$ cat src/rtl/bshift_arb.sv
// Two-requester round-robin front end for an external 32-bit left barrel shifter.
// It registers one result per cycle and can optionally saturate results whose signed value was lost.
module bshift_arb #(
  parameter bit          SAT_EN = 1'b0,
  parameter int unsigned CNT_W  = 16
) (
  input  logic             clk,
  input  logic             rst,
  input  logic             req0_valid,
  input  logic [31:0]      req0_data,
  input  logic [4:0]       req0_shamt,
  output logic             req0_ready,
  input  logic             req1_valid,
  input  logic [31:0]      req1_data,
  input  logic [4:0]       req1_shamt,
  output logic             req1_ready,
  output logic [31:0]      sh_din,
  output logic [4:0]       sh_ctrl,
  input  logic [31:0]      sh_dout,
  output logic             out_valid,
  input  logic             out_ready,
  output logic [31:0]      out_data,
  output logic             out_id,
  output logic             out_ovf,
  output logic [CNT_W-1:0] ovf_cnt
);

  localparam int unsigned DW = 32;
  localparam int unsigned SW = 5;
  localparam logic [DW-1:0] SAT_POS = 32'h7FFF_FFFF;
  localparam logic [DW-1:0] SAT_NEG = 32'h8000_0000;

  logic                 last_grant;
  logic                 gnt_c;
  logic                 any_vld_c;
  logic                 accept_c;
  logic                 xfer_in_c;
  logic                 xfer_out_c;
  logic                 ovf_c;
  logic signed [DW-1:0] top_bits_c;
  logic [DW-1:0]        res_c;

  // Round-robin pick: a lone requester wins; on contention the one not served last wins.
  always_comb begin
    gnt_c = 1'b0;
    if (req0_valid && req1_valid) begin
      gnt_c = ~last_grant;
    end else if (req1_valid) begin
      gnt_c = 1'b1;
    end
  end

  assign any_vld_c  = req0_valid | req1_valid;
  assign accept_c   = ~out_valid | out_ready;
  assign req0_ready = ~rst & accept_c & req0_valid & ~gnt_c;
  assign req1_ready = ~rst & accept_c & req1_valid &  gnt_c;
  assign xfer_in_c  = (req0_valid & req0_ready) | (req1_valid & req1_ready);
  assign xfer_out_c = out_valid & out_ready;

  // Steer the granted operand to the shifter; idle inputs are forced to zero.
  always_comb begin
    sh_din  = '0;
    sh_ctrl = '0;
    if (any_vld_c) begin
      sh_din  = gnt_c ? req1_data  : req0_data;
      sh_ctrl = gnt_c ? req1_shamt : req0_shamt;
    end
  end

  // Arithmetic shift leaves only din[31:31-shamt]; they must all match to keep the sign.
  always_comb begin
    top_bits_c = $signed(sh_din) >>> (SW'(31) - sh_ctrl);
    ovf_c      = ~((top_bits_c == '0) | (top_bits_c == '1));
    res_c      = sh_dout;
    if (SAT_EN && ovf_c) begin
      res_c = sh_din[DW-1] ? SAT_NEG : SAT_POS;
    end
  end

  // Single output stage: load on input transfer, otherwise empty on drain.
  always_ff @(posedge clk) begin
    if (rst) begin
      out_valid  <= 1'b0;
      out_data   <= '0;
      out_id     <= 1'b0;
      out_ovf    <= 1'b0;
      last_grant <= 1'b1;
    end else if (xfer_in_c) begin
      out_valid  <= 1'b1;
      out_data   <= res_c;
      out_id     <= gnt_c;
      out_ovf    <= ovf_c;
      last_grant <= gnt_c;
    end else if (xfer_out_c) begin
      out_valid  <= 1'b0;
    end
  end

  // Overflow events are counted when the consumer takes them, saturating at all-ones.
  always_ff @(posedge clk) begin
    if (rst) begin
      ovf_cnt <= '0;
    end else if (xfer_out_c && out_ovf && !(&ovf_cnt)) begin
      ovf_cnt <= ovf_cnt + CNT_W'(1);
    end
  end

endmodule
$ cat config.mk
export PLATFORM = sky130hd
export DESIGN_NAME = bshift_arb
export DESIGN_NICKNAME = d
export VERILOG_FILES = /design/src/rtl/bshift_arb.sv
export SDC_FILE = /design/constraint.sdc
export NUM_CORES = 1
export LEC_CHECK = 0
export ABC_AREA = 1
export CAP_MARGIN = 25
export CORE_ASPECT_RATIO = 1.2
export CORE_UTILIZATION = 60
export CTS_CLUSTER_DIAMETER = 50
export CTS_CLUSTER_SIZE = 10
export DETAILED_ROUTE_END_ITERATION = 10
export DONT_BUFFER_PORTS = 1
export PLACE_DENSITY_LB_ADDON = 0.08
export SYNTH_ARGS = -nofsm -noshare
export SYNTH_HDL_FRONTEND = slang
export SYNTH_SLANG_ARGS = --single-unit
$ cat constraint.sdc
create_clock -name clk -period 2.8 [get_ports clk]
set_input_delay 0.56 -clock clk [delete_from_list [all_inputs] [get_ports clk]]
set_output_delay 0.56 -clock clk [all_outputs]
set_load 0.02 [all_outputs]
==> run_results.csv <==
group,metric,value,unit
finish,diodes,0,
sta,min_period_over_period,94.2,%
synthesis,synth_edf_count,0,
setup_path,crit_required,3.02,ns
global_route,grt_antenna_before_repair,0,
flow_run,cap_viol_max_count,0,
synthesis,synth_common_cells,"383 x nand2_1, 267 x nand3_1, 85 x inv_1",
setup_path,rr_worst_depth,19,
min_path,hold_class,"input port to flop",
die,core,8610,sq um
synthesis,ys_async_sr_fraction,0,%
place,gp_congestion,1.04,
detailed_routing,vias,6882,
sta,max_slew_margin,58.1,%
synthesis,synth-seq-area-share,19.4,%
min_path,whs_path_depth,1,
clock_tree,cts.sinks,52,
clock_tree,root_buffer,"clkbuf_8",
setup_path,r2r_slack,0.16,ns
synthesis,synth_most_common_cell,"nand2_1",
setup_path,critical_path_class,"flop to flop",
clock_tree,cts_buffer_depth,2,
setup_path,path_cells,"nand2_2 -> nand2_4 -> buf_4 -> inv_2 -> nor2_1 -> nor2_1 -> o21ai_2 -> buf_12 -> nand3_1 -> nand3_1 -> nand3_1 -> nand2_1 -> nand2_1 -> nor2_1 -> nand2_1 -> nor2_1 -> nand2_1 -> nand3_1 -> nand2_1",
sta,skew,0.00713,ns
sta,rsz0062_at_grt,"no",
global_route,track_usage,41.2,%
setup_path,start_kind,"flop",
setup_path,critPathMaxStageDelay,0.37,ns
synthesis,ys_dominant_reg_cell,"dfxtp_1",
detailed_routing,wl_per_cell,17.0,microns
setup_path,critical-path-top-delay-family,"simple AND/OR/NAND/NOR gates",
synthesis,yosys_warnings,0,
finish,area_growth,7.77,%
synthesis,syn_area_per_cell,5.28,sq um
setup_path,path_max_fanout,31,
die,num_io_pins,201,
clock_tree,clk_pin_slew_worst_paths,0.10,ns
clock_tree,cts_tree,"done",
clock_tree,ctsHoldBuffers,0,
setup_path,r2r_end,"out_ovf",
place,hpwl,14400,microns
synthesis,synthCells,1015,
sta,tns,0,ns
clock_tree,post_cts_buffers,0,
place,placed_cells,1108,
detailed_routing,ant_nets,0,
sta,clock.fmax,379,MHz
sta,worst_slew_pin_slew,0.627,ns
detailed_routing,wirelength,19000,microns
min_path,worstHoldEndpoint,"out_valid",
place,io_buffers,0,
setup_path,crit_top_cell,"nand2_1",
setup_path,crit_path_end_kind,"flop",
min_path,hold_start,"rst",
synthesis,synth_area,5360,sq um
power,p_per_area,490,nW/um^2
finish,nets,1110,
detailed_routing,drc,0,
clock_tree,clock_latency,0.32,ns
detailed_routing,drt-pass1-iter-count,7,
global_route,grt_max_degree,46,
clock_tree,htreeDepth,2,
synthesis,synthTopCellsByArea,"nand2_1 27%, nand3_1 25%, dfxtp_1 19%, inv_1 6.0%, nand3b_1 4.1%",
setup_path,critPathArrivalTime,2.86,ns
sta,finalSetupViolCount,0,
setup_path,crit_slowest_cell,"dfxtp_2",
status,status,"finished, final reports clean",
finish,drive_above_1_share,7.31,%
global_route,grt_overflow,0,
die,start_util,62.2,%
sta,period_minus_slack,2.64,ns
detailed_routing,post_drt_via_cell_ratio,6.17,
synthesis,synth_cell_types,31,
global_route,grt_pass1_vias,6384,
setup_path,crit_buf_inv,3,
die,die_x,88.3,microns
synthesis,yosysTopAreaCell,"nand2_1",
clock_tree,cts_resized,0,
power,leakagePower,0.00297,uW
power,peakVddDrop,0.454,mV
synthesis,synth.net_count,1127,
synthesis,yosysTopAreaCellShare,26.8,%
clock_tree,cts_buffers,5,
die,die_area,9310,sq um
finish,stdcell_count,1116,
finish,fin_util,67.1,%
synthesis,ys_ff_latch,52,
die,die_height,106,microns
sta,hold_viol,0,
setup_path,rr_startpoint,"last_grant",
global_route,grt_pass1_wl,30200,microns
die,std_cell_rows,37,
sta,drv_slew,0,
detailed_routing,drt_iter0_drc,899,
-- cell type report --
class / count / area [sq um]
fillers: 805 / 2840
clock buffers: 5 / 68.8
clock inverters: 3 / 46.3
flip-flops and latches: 52 / 1040
repair buffers: 39 / 418
inverters: 91 / 342
multi-input cells: 809 / 3710
well taps: 117 / 146
-- cells by family after synthesis --
family | count (synthesis) | synth area share, %
adders and majority gates | 1 | 0.233
buffers and inverters | 154 | 12.1
DFF | 52 | 19.4
AOI/OAI and AO/OA | 59 | 5.88
and+or+nand+nor | 749 | 62.3
-- placed cells by master (no fill, tap or decap), types with 2 or more instances in the layout --
cell type / n
a21oi_1: 11
nor3_4: 2
o21ai_0: 42
nand2_2: 2
dfxtp_1: 51
nor2_1: 43
inv_2: 6
nor3_1: 11
inv_1: 85
nor3b_1: 3
nand3_1: 263
nand4_1: 3
o21ai_2: 2
nand3b_1: 29
buf_12: 10
nand3_2: 6
nor2_4: 2
nand2_1: 382
buf_4: 29
clkbuf_8: 5
-- per-stage QoR --
stage	cell area, sq um	worst slack (ns)	power [uW]	hold WS, ns
global route	5780	0.0278	3000	0.302
detailed placement	5630	0.0277	2260	0.513
floorplan	5360	0.277	1910	0.449
CTS	5740	0.189	2780	0.302
global placement	5630	0.0686	2240	0.499
finish	5780	0.163	2830	0.303
-- routing by layer --
layer	share of wire (%)	vias up	track usage [%]
met3	9.2	112	9.87
li1	-	3267	-
met4	7.4	0	27.4
met2	47	441	68.1
met1	36	3062	46.0
met5	0	-	0
-- worst reg2reg max path, cell delays in order, from the launching register on --
cell and delay, ns:
dfxtp_2 0.37, nand2_2 0.09, nand2_4 0.07, buf_4 0.17, inv_2 0.07, nor2_1 0.12, nor2_1 0.07, o21ai_2 0.10
buf_12 0.22, nand3_1 0.19, nand3_1 0.18, nand3_1 0.18, nand2_1 0.12, nand2_1 0.05, nor2_1 0.09, nand2_1 0.06
nor2_1 0.17, nand2_1 0.08, nand3_1 0.08, nand2_1 0.05
-- where the power goes --
group | internal, uW | switching, uW
Clock | 271 | 269
Combinational | 447 | 962
Sequential | 788 | 94.1
Total | 1510 | 1320
-- worst max-delay path by stage --
| stage | start | slack [ns] | cells past startpoint | to |
|---|---|---|---|---|
| after floorplan | req1_valid | 0.28 | 20 | out_ovf |
| after global placement | req0_valid | 0.07 | 18 | out_ovf |
| after detailed placement | req0_valid | 0.03 | 18 | out_ovf |
| after CTS | last_grant | 0.19 | 21 | out_ovf |
| after global routing | last_grant | 0.03 | 20 | out_ovf |
| final | last_grant | 0.16 | 19 | out_ovf |
-- registers in the layout, indices dropped and copies added (netlist names) --
register and flops:
out_id 1, out_valid 1, out_data 32, last_grant 1, out_ovf 1, ovf_cnt 16
(Power assumes the default switching activity.)
